## config.mk

```make
export PLATFORM = sky130hd
export DESIGN_NAME = seg7_scan_ctrl
export DESIGN_NICKNAME = d
export VERILOG_FILES = /design/src/rtl/seg7_pkg.sv /design/src/rtl/seg7_bcd_dec.sv /design/src/rtl/seg7_scan_ctrl.sv
export SDC_FILE = /design/constraint.sdc
export NUM_CORES = 1
export LEC_CHECK = 0
export ABC_AREA = 1
export BUFFER_PORTS_ARGS = -buffer_cell sky130_fd_sc_hd__buf_2
export CORE_MARGIN = 3
export CORE_UTILIZATION = 60
export CTS_BUF_LIST = sky130_fd_sc_hd__clkbuf_4 sky130_fd_sc_hd__clkbuf_8
export DETAILED_ROUTE_END_ITERATION = 8
export GPL_TIMING_DRIVEN = 0
export PLACE_DENSITY = 0.79
export SETUP_SLACK_MARGIN = 0.2
export SLEW_MARGIN = 30
export SYNTH_ARGS = -nofsm -noshare
export SYNTH_HDL_FRONTEND = slang
export SYNTH_SLANG_ARGS = --single-unit
```

## constraint.sdc

```tcl
create_clock -name clk -period 3.15 [get_ports clk]
set_input_delay 0.63 -clock clk [delete_from_list [all_inputs] [get_ports clk]]
set_output_delay 0.63 -clock clk [all_outputs]
set_load 0.03 [all_outputs]
```

## src/rtl/seg7_pkg.sv

```systemverilog
// seg7_pkg: shared scan-FSM state encoding and segment constants for the 7-segment scan controller
package seg7_pkg;
    typedef enum logic {ST_GUARD = 1'b0, ST_SHOW = 1'b1} state_t;
    localparam logic [6:0] SEG_OFF  = 7'b0000000;
    localparam logic [6:0] SEG_DASH = 7'b0000001;
endpackage

```

## src/rtl/seg7_bcd_dec.sv

```systemverilog
// seg7_bcd_dec: combinational BCD to active-high {a,b,c,d,e,f,g} decode, dash for codes 10-15
//   bcd  in  4  BCD nibble
//   seg  out 7  segment pattern, seg[6]=a .. seg[0]=g
module seg7_bcd_dec
    import seg7_pkg::*;
(
    input  logic [3:0] bcd,
    output logic [6:0] seg
);
    always_comb begin
        case (bcd)
            4'd0:    seg = 7'b1111110;
            4'd1:    seg = 7'b0110000;
            4'd2:    seg = 7'b1101101;
            4'd3:    seg = 7'b1111001;
            4'd4:    seg = 7'b0110011;
            4'd5:    seg = 7'b1011011;
            4'd6:    seg = 7'b1011111;
            4'd7:    seg = 7'b1110000;
            4'd8:    seg = 7'b1111111;
            4'd9:    seg = 7'b1111011;
            default: seg = SEG_DASH;
        endcase
    end
endmodule

```

## src/rtl/seg7_scan_ctrl.sv

```systemverilog
// seg7_scan_ctrl: time-multiplexed NDIG-digit 7-segment scan controller with guard blanking and frame-aligned word load
//   clk, rst    clock, synchronous active-high reset
//   load_valid  in   new display word offered
//   load_ready  out  word can be accepted (no word pending)
//   load_data   in   4*NDIG BCD nibbles, [3:0] = digit 0
//   blank_lz    in   suppress leading zeros
//   seg         out  registered segment pattern
//   dig_en      out  registered one-hot digit enable
//   frame_done  out  pulse on the last cycle of the final digit slot
module seg7_scan_ctrl
    import seg7_pkg::*;
#(
    parameter int NDIG        = 4,
    parameter int PRESCALE    = 1000,
    parameter int BLANK_GUARD = 2
) (
    input  logic              clk,
    input  logic              rst,
    input  logic              load_valid,
    output logic              load_ready,
    input  logic [4*NDIG-1:0] load_data,
    input  logic              blank_lz,
    output logic [6:0]        seg,
    output logic [NDIG-1:0]   dig_en,
    output logic              frame_done
);
    localparam int MX = PRESCALE > BLANK_GUARD ? PRESCALE : BLANK_GUARD;
    localparam int CW = $clog2(MX + 1);
    localparam int IW = NDIG > 1 ? $clog2(NDIG) : 1;

    state_t            state, state_n;
    logic [CW-1:0]     count, count_n;
    logic [IW-1:0]     idx, idx_n;
    logic [4*NDIG-1:0] active, active_n, pending;
    logic              pend_v, xfer, last, z, lz_hit;
    logic [NDIG-1:0]   lz;
    logic [3:0]        nib;
    logic [6:0]        dec;

    assign load_ready = ~pend_v;
    assign xfer       = load_valid && load_ready;
    // A zero-length guard still occupies the single post-reset cycle, then is never re-entered.
    assign last = state == ST_GUARD ? (BLANK_GUARD <= 1 || count == CW'(BLANK_GUARD > 0 ? BLANK_GUARD - 1 : 0))
                                    : count == CW'(PRESCALE - 1);

    // Outputs are registered from the next-cycle state so they describe the cycle they are visible in.
    always_comb begin
        state_n  = state == ST_GUARD ? (last ? ST_SHOW : ST_GUARD)
                                     : (last && BLANK_GUARD > 0 ? ST_GUARD : ST_SHOW);
        count_n  = last ? '0 : count + 1'b1;
        idx_n    = state == ST_SHOW && last ? (idx == IW'(NDIG - 1) ? '0 : idx + 1'b1) : idx;
        active_n = frame_done ? (pend_v ? pending : xfer ? load_data : active) : active;
    end

    // lz[i]: nibbles i..NDIG-1 of the word being shown are all zero (digit 0 exempt).
    always_comb begin
        z  = 1'b1;
        lz = '0;
        for (int i = NDIG - 1; i >= 0; i--) begin
            z     = z && active_n[4*i +: 4] == 4'd0;
            lz[i] = z && i != 0;
        end
    end

    assign nib    = active_n[4*idx_n +: 4];
    assign lz_hit = blank_lz && lz[idx_n];

    seg7_bcd_dec u_dec (.bcd(nib), .seg(dec));

    always_ff @(posedge clk) begin
        if (rst) begin
            state      <= ST_GUARD;
            count      <= '0;
            idx        <= '0;
            active     <= '0;
            pending    <= '0;
            pend_v     <= 1'b0;
            seg        <= SEG_OFF;
            dig_en     <= '0;
            frame_done <= 1'b0;
        end else begin
            state      <= state_n;
            count      <= count_n;
            idx        <= idx_n;
            active     <= active_n;
            pending    <= xfer && !frame_done ? load_data : pending;
            pend_v     <= frame_done ? 1'b0 : (xfer ? 1'b1 : pend_v);
            seg        <= state_n == ST_SHOW && !lz_hit ? dec : SEG_OFF;
            dig_en     <= state_n == ST_SHOW && !lz_hit ? NDIG'(1) << idx_n : '0;
            frame_done <= state_n == ST_SHOW && idx_n == IW'(NDIG - 1) && count_n == CW'(PRESCALE - 1);
        end
    end
endmodule

```

# After elaboration in Yosys (flattened, before gate mapping)
# Memory sizes are Yosys's and may differ from the RTL's. A register that Yosys moved wholly into a read port is not among the register bits.
# Index checks and enable logic that the tools add are counted.
# word_totals
out_inout_bits,13
n_memories,1
regBits,51
rom_bits,112
wordCells,49
input_bits,20
# op_classes
n_addsub,2
n_shift,2
reduce_logical,16
bitwise_logic,2
magnitude_cmp,1
n_eq_ne,5
n_mux,12
# mem_list
memory,depth,word_bits,rd,rd_ports_with_merged_regs,write_ports,line,text
(no name shown),16,7,1,1,0,seg7_bcd_dec.sv:11,case (bcd)
# op_table
operator,n
two-way mux 16 bit,3
"equality test 10 bit, second input constant",2
indexed part select 16 x 5 -> 4 bit,1
zero test 4 bit,3
"adder 10 x 1 -> 10 bit, second input constant",1
"equality test 10 x 1 -> 1 bit, second input constant",1
two-way mux 10 bit,1
logical AND 1 bit,9
two-way mux 1 bit,5
"equality test 2 bit, second input constant",2
two-way mux 2 bit,2
OR reduction 2 bit,2
"left shift 1 x 2 -> 4 bit, first input constant",1
"less-than comparator 2 x 3 -> 1 bit, second input constant",1
"adder 2 x 1 -> 2 bit, second input constant",1
binary-select mux 1 bit (select 2 bit),1
zero test 1 bit,2
inverter 1 bit,2

# Logic depth before layout (Yosys ltp)
# Gate-level depths: netlist of run 1.
# logic_depth
ltp_word,15
ltp_mapped,23
ltp_nobuf,23

# Modules after synthesis
# Synthesis of run 1 repeated with hierarchy kept, for this count alone.
# unflattened
hier_cells,402
area_unflattened_um2,2861.5
# modules_own_cells
mod,instances,seq_area_each_um2,cells_each,area_each_um2
seg7_scan_ctrl,1,1161.1,362,2648.8
seg7_bcd_dec,1,0.0,40,212.7

# Worst setup path after synthesis of run 1
# No wires, ideal clock.
# synth_timing
path_kind,flip-flop to flip-flop
startpoint,register count[5]
endpoint,register seg[3]
stages_incl_launch_ff,22
t_arrival_ns,2.541
setup_slack_ns,0.496
t_required_ns,3.037
path_cell_list,dfxtp_1 inv_1 nor3_1 nand2_1 o21ai_0 nand2_1 inv_1 ha_1 inv_2 nand2_1 o21ai_4 nor2_2 nand3_1 nand2_1 inv_1 nand2_1 inv_1 ha_1 nand3_1 nand2_1 nor2_1 nor2_1
# synth_between
elab_chain_len,11
word_cells_on_any_way,16
cone_classes,eq/ne (2); shift (1); mux (7); bitwise (1); reduce/logical (5)
# synth_rtl
item,line,text
"start, declared",seg7_scan_ctrl.sv:32,"logic [CW-1:0] count, count_n;"
"start signal, assigned",seg7_scan_ctrl.sv:83,count <= count_n;
equality test 10 x 1 -> 1 bit / equality test 10 bit (equally long branches),"seg7_scan_ctrl.sv:43, seg7_scan_ctrl.sv:44",
two-way mux 1 bit *,seg7_scan_ctrl.sv:43,assign last = state == ST_GUARD ? (BLANK_GUARD <= 1 || count == CW'(BLANK_GUARD > 0 ? BLANK_GUARD - 1 : 0))
logical AND 1 bit,seg7_scan_ctrl.sv:51,idx_n = state == ST_SHOW && last ? (idx == IW'(NDIG - 1) ? '0 : idx + 1'b1) : idx;
two-way mux 2 bit,seg7_scan_ctrl.sv:51,
binary-select mux 1 bit (select 2 bit),seg7_scan_ctrl.sv:66,assign lz_hit = blank_lz && lz[idx_n];
two-way mux 1 bit (implied by the code),seg7_scan_ctrl.sv:66,
logical AND 1 bit,seg7_scan_ctrl.sv:66,
zero test 1 bit,seg7_scan_ctrl.sv:88,seg <= state_n == ST_SHOW && !lz_hit ? dec : SEG_OFF;
logical AND 1 bit,seg7_scan_ctrl.sv:88,
inverter 1 bit (no source line),n/a,
OR reduction 2 bit (no source line),n/a,
"end, declared",seg7_scan_ctrl.sv:23,"output logic [6:0] seg,"
# Mark *: on every way between the ends. The rest lies on a longest branch, timed or not. The select of a mux whose other input is x is not followed.
# A chain may end at the register's enable or synchronous reset.

# Worst setup path after layout of run 1
# layout_timing
startpoint,register count[2]
endpoint,register seg[3]
# The elaborated chain is that of the path after synthesis.

==> impl_metrics.yaml, run 1 <==
global_route:
  grt_pass1_vias: 2482
  globalRouteOverflowTotal: 0
  largest_net_degree_at_the_start_of_global_routing: 11
  grt_util_met1: 0.2909
  globalRouteTotalUtil: 0.2377
  gr-max-usage-layer: "met2"
  grt_antenna_before_repair: 0
  grt_pass1_wl_um: 11140
  global_route.usage.met3: 0.04492
  global_route.usage.met2: 0.3963
die:
  design.core.area_mm2: 0.004755
  initial_core_util: 0.6263
  std_cell_rows: 25
  dieArea_mm2: 0.005845
  top_level_ports: 33
  die_h_um: 76.45
  die-width_um: 76.45
power:
  total_power_mw: 1.919
  lkg_pwr_nw: 1.679
  p_per_area_mw_per_mm2: 543.9
  vdd_ir_drop_max_mv: 0.4010
sta:
  timing.fmax_mhz: 363.9
  fin_worst_skew_ns: 0.01132
  sum_of_negative_setup_slack_ns: 0
  post-route-period-util: 0.8725
  worstMarginPinSlew_ns: 0.5797
  hold_viol: 0
  rsz0062_at_grt: "false"
  period_minus_slack_ns: 2.748
  maxSlewHeadroom: 0.6135
  report.final.slew_viol_count: 0
  timing.final.setup_violations: 0
  final.hold.worst_slack_ns: 0.4534
detailed_routing:
  detail_route.drc_violations: 0
  drt_wl_total_um: 6927
  route.antenna.remaining_nets: 0
  wl_per_cell_um: 12.76
  first_pass_iters: 5
  vias: 2777
  vias_per_cell: 5.114
  first_iter_violations: 137
worst_hold_path:
  hold_path_class: "reg -> reg"
critical_path:
  arrival_ns: 2.99
  crit_path_max_incr_delay_ns: 0.38
  timing.critical_path.to_type: "flop"
  worstPathRequired_ns: 3.39
  crit_path_frequent_cell: "sky130_fd_sc_hd__nand2_1"
  path_type_of_the_worst_setup_path: "reg -> reg"
  ff2ff_setup_slack_ns: 0.40
  critical_path.cell_chain: "nand2_1 -> nor3_1 -> nand2_1 -> o21ai_0 -> nand2_1 -> inv_2 -> ha_2 -> nand2_1 -> nand2_4 -> inv_2 -> nor2_4 -> nand3_1 -> nand2_1 -> inv_1 -> nand2_2 -> inv_1 -> ha_1 -> nand3_1 -> nand2_1 -> nor2_1 -> nor2_1"
  setup.worst_path.start_class: "flop"
  critical_path.max_fanout: 7
  critPathSlowestCell: "sky130_fd_sc_hd__dfxtp_1"
yosys:
  synth_async_sr_flop_share: 0
  syn-instance-count: 419
  postSynthRegisterBits: 58
  synthAdderAreaFrac: 0.03782
  yosysSeqAreaShare: 0.3899
  synth_warnings: 0
  dominantRegCellSynth: "sky130_fd_sc_hd__dfxtp_1"
  synthMuxAreaShare: 0
  synth_xor_xnor_area_share: 0
  main_combinational_cell_family_by_area_after_synthesis: "simple AND/OR/NAND/NOR gates"
  synthesis.nets: 448
  synth-edff-count: 0
  yosys.area_share.simple: 0.3634
  share_of_the_synthesized_area_in_compound_gates_ao_oa_aoi_oai: 0.1176
  netlist-cell-type-count: 36
  post_synthesis_area_per_instance_um2: 7.107
  synthesis.area_mm2: 0.002978
clock_tree:
  max-clock-path-buffers: 2
  clk_transition_reported_paths_ns: 0.06
  clock_insertion_delay_worst_skew_ns: 0.35
  tritoncts: "yes"
  ctsRootBufferMaster: "sky130_fd_sc_hd__clkbuf_8"
  numCtsBuffers: 9
  postCtsHoldBufs: 0
  clock_sink_total: 58
  ctsHtreeMaxLevel: 3
final_layout:
  layout-drive-gt1-share: 0.2437
  syn_to_final_growth_pct: 18.45
  final_net_count: 500
  antennaDiodeCount: 0
placed_design:
  place_congestion: 0.8972
  buffer_ports.inserted: 32
  dp_hpwl_um: 4831
run:
  cap_violations: 0
outcome:
  run_status: "completed"
==> cell usage after synthesis, types with 2 or more instances <==
cell                       number  area, µm²
sky130_fd_sc_hd__a21oi_1       16      80.08
sky130_fd_sc_hd__ha_1           9      112.6
sky130_fd_sc_hd__nand3_2        3      30.03
sky130_fd_sc_hd__buf_2          3      15.01
sky130_fd_sc_hd__o21ai_1        8      40.04
sky130_fd_sc_hd__inv_4          2      12.51
sky130_fd_sc_hd__nor2_4         3      33.78
sky130_fd_sc_hd__nand2_1       95      356.6
sky130_fd_sc_hd__nor3_1         9      45.04
sky130_fd_sc_hd__a221oi_1       2      17.52
sky130_fd_sc_hd__o21ai_0       20      100.1
sky130_fd_sc_hd__nand3b_1       4      30.03
sky130_fd_sc_hd__nor2_2         5      31.28
sky130_fd_sc_hd__a21oi_2        3      26.28
sky130_fd_sc_hd__or2_1          8      50.05
sky130_fd_sc_hd__clkbuf_1       5      18.77
sky130_fd_sc_hd__nor2_1        45      168.9
sky130_fd_sc_hd__nand2_4        3      33.78
sky130_fd_sc_hd__inv_2          6      22.52
sky130_fd_sc_hd__nand2_2       19      118.9
sky130_fd_sc_hd__o21ai_2        2      17.52
sky130_fd_sc_hd__dfxtp_1       58       1161
sky130_fd_sc_hd__nand3_1       29      145.1
sky130_fd_sc_hd__inv_1         50      187.7
==> final timing paths <==
kind | end | cells after the start | startpoint
worst max-delay path | seg[3] | 21 | count[2]
worst min-delay path | pending[14] | 2 | pending[14]
worst max register to register | seg[3] | 21 | count[2]
worst min register to register | pending[14] | 2 | pending[14]
==> placed cells by master (no fill, tap or decap), types with 2 or more instances in the layout <==
cell and n:
sky130_fd_sc_hd__nand2_1 94, sky130_fd_sc_hd__dfxtp_1 58, sky130_fd_sc_hd__inv_1 49, sky130_fd_sc_hd__nor2_1 45, sky130_fd_sc_hd__buf_2 35, sky130_fd_sc_hd__nand3_1 29, sky130_fd_sc_hd__o21ai_0 20, sky130_fd_sc_hd__nand2_2 19
sky130_fd_sc_hd__a21oi_1 16, sky130_fd_sc_hd__clkbuf_8 10, sky130_fd_sc_hd__nor3_1 9, sky130_fd_sc_hd__buf_4 9, sky130_fd_sc_hd__o21ai_1 8, sky130_fd_sc_hd__or2_1 8, sky130_fd_sc_hd__ha_1 8, sky130_fd_sc_hd__inv_2 7
sky130_fd_sc_hd__clkbuf_1 5, sky130_fd_sc_hd__nand2_4 4, sky130_fd_sc_hd__nor2_4 4, sky130_fd_sc_hd__nor2_2 4, sky130_fd_sc_hd__nand3b_1 4, sky130_fd_sc_hd__a21oi_2 3, sky130_fd_sc_hd__nand3_2 3, sky130_fd_sc_hd__inv_4 2
sky130_fd_sc_hd__a221oi_1 2, sky130_fd_sc_hd__o21ai_2 2, sky130_fd_sc_hd__bufinv_16 2, sky130_fd_sc_hd__clkinv_2 2
==> where the power goes <==
group / internal (mW) / switching [mW] / total (mW)
logic: 0.118 / 0.233 / 0.351
clock network: 0.473 / 0.306 / 0.779
registers: 0.775 / 0.0134 / 0.789
total: 1.37 / 0.553 / 1.92
==> worst max-delay path: cells and delay by family (launching register included) <==
family	cells	cell delay, ns
flops	1	0.38
simple gates	14	1.39
compound gates	1	0.07
buf+inv	4	0.33
fa+ha+maj	2	0.49
==> routing by layer <==
layer  part of all wire  routed length, µm
met5                  0                  0
met4              0.017                120
met3              0.060                415
met2               0.49               3378
met1               0.43               3013
==> state kept, by name (all words and copies together), names as in the netlist <==
name / flops
frame_done: 1
active: 16
idx: 2
pend_v: 1
state: 1
dig_en: 4
count: 10
seg: 7
pending: 16
==> cell type report <==
type,instances,area (µm²)
Timing Repair Buffer,41,227.7
Clock inverter,5,77.57
Inverter,58,222.7
Fill cell,392,1227
Multi-Input combinational cell,293,1560
Buffer,10,48.80
Sequential cell,58,1161
Tap cell,67,83.83
Clock buffer,11,145.1
==> stage by stage <==
step                std cells  worst slack [ns]    util  instance area (µm²)
floorplan                 419            0.4964       -                 2978
global placement          518           0.08287  0.6776                 3222
detailed placement        518           0.06931  0.6776                 3222
CTS                       535            0.2725  0.7282                 3462
global route              543            0.2186  0.7418                 3527
finish                    543            0.4017  0.7418                 3527
==> kinds of logic (layout without fill, tap and decap cells) <==
logic type | after synthesis | count (layout)
adders and majority gates | 9 | 9
buffers and inverters | 68 | 125
DFF | 58 | 58
AOI/OAI and AO/OA | 57 | 57
and+or+nand+nor | 227 | 227
==> repair_timing <==
action,4_1_cts,5_1_grt
resized for setup,3,2
buffers inserted,1,8
setup endpoints to repair,6,6
pin swaps,0,4
Power figures use the tool's default switching activity.
==> run 2: changes to the inputs <==
--- a/config.mk
+++ b/config.mk
@@ -13,4 +13,5 @@
 export DETAILED_ROUTE_END_ITERATION = 8
 export GPL_TIMING_DRIVEN = 0
+export MAX_ROUTING_LAYER = met4
 export PLACE_DENSITY = 0.79
 export SETUP_SLACK_MARGIN = 0.2
==> constraint.sdc (replaced) <==
create_clock -name clk -period 3.15 [get_ports clk]
set_input_delay 0.63 -clock clk [delete_from_list [all_inputs] [get_ports clk]]
set_output_delay 0.63 -clock clk [all_outputs]
set_load 0.02 [all_outputs]
==> impl_metrics.yaml, run 2 (synthesis results as in run 1) <==
sta:
  maxSlewHeadroom: 0.6204
  rsz0062_at_grt: "false"
  timing.final.setup_violations: 0
  worstMarginPinSlew_ns: 0.5695
  hold_viol: 0
  report.final.slew_viol_count: 0
  period_minus_slack_ns: 2.751
  post-route-period-util: 0.8734
  timing.fmax_mhz: 363.5
  final.hold.worst_slack_ns: 0.4530
  sum_of_negative_setup_slack_ns: 0
  fin_worst_skew_ns: 0.01053
global_route:
  largest_net_degree_at_the_start_of_global_routing: 11
  grt_pass1_vias: 2485
  grt_pass1_wl_um: 11140
  grt_util_met1: 0.2909
  global_route.usage.met3: 0.04492
  gr-max-usage-layer: "met2"
  grt_antenna_before_repair: 0
  globalRouteTotalUtil: 0.2444
  globalRouteOverflowTotal: 0
  global_route.usage.met2: 0.3963
final_layout:
  antennaDiodeCount: 0
  syn_to_final_growth_pct: 18.45
  layout.filler_cells: 392
  reg.largest.list: "active x16, pending x16, count x10"
  layout-drive-gt1-share: 0.2437
  most-common-layout-cells: "sky130_fd_sc_hd__nand2_1 (94), sky130_fd_sc_hd__dfxtp_1 (58), sky130_fd_sc_hd__inv_1 (49)"
  final_net_count: 500
  layout.cells.most_common: "sky130_fd_sc_hd__nand2_1"
detailed_routing:
  wl_per_cell_um: 12.77
  drt_wl_total_um: 6934
  first_pass_iters: 4
  route.antenna.remaining_nets: 0
  vias_per_cell: 5.123
  vias: 2782
  detail_route.drc_violations: 0
  first_iter_violations: 133
critical_path:
  critPathLaunch: "count[2]"
  setup_crit_end: "seg[3]"
  critical_path.max_fanout: 7
  reg2reg_depth: 21
  regToRegEndpoint: "seg[3]"
  critical_path.reg2reg.startpoint: "count[2]"
  path_type_of_the_worst_setup_path: "reg -> reg"
  timing.critical_path.to_type: "flop"
  worstPathRequired_ns: 3.39
  setup.worst_path.start_class: "flop"
  arrival_ns: 2.99
  ff2ff_setup_slack_ns: 0.40
placed_design:
  dp_hpwl_um: 4831
  place_congestion: 0.9124
  buffer_ports.inserted: 32
die:
  design.core.area_mm2: 0.004755
  die_h_um: 76.45
  dieArea_mm2: 0.005845
  std_cell_rows: 25
  initial_core_util: 0.6263
  die-width_um: 76.45
  top_level_ports: 33
run:
  cap_violations: 0
power:
  total_power_mw: 1.903
  lkg_pwr_nw: 1.679
  p_per_area_mw_per_mm2: 539.4
  vdd_ir_drop_max_mv: 0.4001
clock_tree:
  max-clock-path-buffers: 2
  clock_sink_total: 58
  clk_transition_reported_paths_ns: 0.06
  tritoncts: "yes"
  postCtsHoldBufs: 0
  numCtsBuffers: 9
  ctsRootBufferMaster: "sky130_fd_sc_hd__clkbuf_8"
  clock_insertion_delay_worst_skew_ns: 0.35
  ctsHtreeMaxLevel: 3
outcome:
  run_status: "completed"
worst_hold_path:
  hold_path_class: "reg -> reg"
-- run 2: cell counts in the layout (fill, tap and decap cells not counted) --
Identical to the previous run, type by type.
-- run 2: final cells by class --
cell class / instances / area, µm² / area share
repair buffers: 41 / 227.7 / 0.06456
multi-input cells: 293 / 1560 / 0.4424
plain buffers: 10 / 48.80 / 0.01383
well taps: 67 / 83.83 / 0.02377
flip-flops and latches: 58 / 1161 / 0.3292
clock buffers: 11 / 145.1 / 0.04115
clock inverters: 5 / 77.57 / 0.02199
inverters: 58 / 222.7 / 0.06314
-- run 2: worst min path at each step --
| stage | from | end | slack (ns) | cells past startpoint |
|---|---|---|---|---|
| after CTS | pending[2] | pending[2] | 0.45 | 2 |
| after floorplan | count[0] | count[0] | 0.42 | 1 |
| final | pending[2] | pending[2] | 0.45 | 2 |
| after global routing | pending[12] | pending[12] | 0.46 | 2 |
| after global placement | count[0] | count[0] | 0.44 | 1 |
| after detailed placement | pending[2] | pending[2] | 0.45 | 2 |
-- run 2: layer usage --
metal	wire length, µm	part of all wire
met4	121	0.017
met3	444	0.064
met2	3385	0.49
met1	2983	0.43
met5	0	0
-- run 2: where the power goes --
| group | internal [mW] | leakage, nW | switching, mW |
|---|---|---|---|
| combinational | 0.118 | 1.09 | 0.219 |
| clock | 0.473 | 0.113 | 0.304 |
| sequential | 0.775 | 0.473 | 0.0136 |
| total | 1.37 | 1.68 | 0.537 |
-- run 2: critical path: stages, from the launching register on --
cell,delay (ns)
sky130_fd_sc_hd__dfxtp_1,0.38
sky130_fd_sc_hd__nand2_1,0.10
sky130_fd_sc_hd__nor3_1,0.13
sky130_fd_sc_hd__nand2_1,0.06
sky130_fd_sc_hd__o21ai_0,0.07
sky130_fd_sc_hd__nand2_1,0.10
sky130_fd_sc_hd__inv_2,0.07
sky130_fd_sc_hd__ha_2,0.19
sky130_fd_sc_hd__nand2_1,0.11
sky130_fd_sc_hd__nand2_4,0.14
sky130_fd_sc_hd__inv_2,0.10
sky130_fd_sc_hd__nor2_4,0.17
sky130_fd_sc_hd__nand3_1,0.09
sky130_fd_sc_hd__nand2_1,0.07
sky130_fd_sc_hd__inv_1,0.05
sky130_fd_sc_hd__nand2_2,0.11
sky130_fd_sc_hd__inv_1,0.11
sky130_fd_sc_hd__ha_1,0.30
sky130_fd_sc_hd__nand3_1,0.08
sky130_fd_sc_hd__nand2_1,0.07
sky130_fd_sc_hd__nor2_1,0.10
sky130_fd_sc_hd__nor2_1,0.05
-- run 2: stage by stage --
step / worst slack [ns] / std cells / cell area, µm² / util
after floorplan: 0.4964 / 419 / 2978 / -
after global placement: 0.08287 / 518 / 3222 / 0.6776
after detailed placement: 0.06931 / 518 / 3222 / 0.6776
after CTS: 0.2725 / 535 / 3462 / 0.7282
after global routing: 0.2186 / 543 / 3527 / 0.7418
final: 0.3987 / 543 / 3527 / 0.7418
-- run 2: timing repair --
action                                  CTS  global route
gates resized for setup                   3             2
endpoints found under the setup margin    6             6
pin swaps                                 0             4
buffers inserted                          1             8
hold endpoints to repair                  0             0
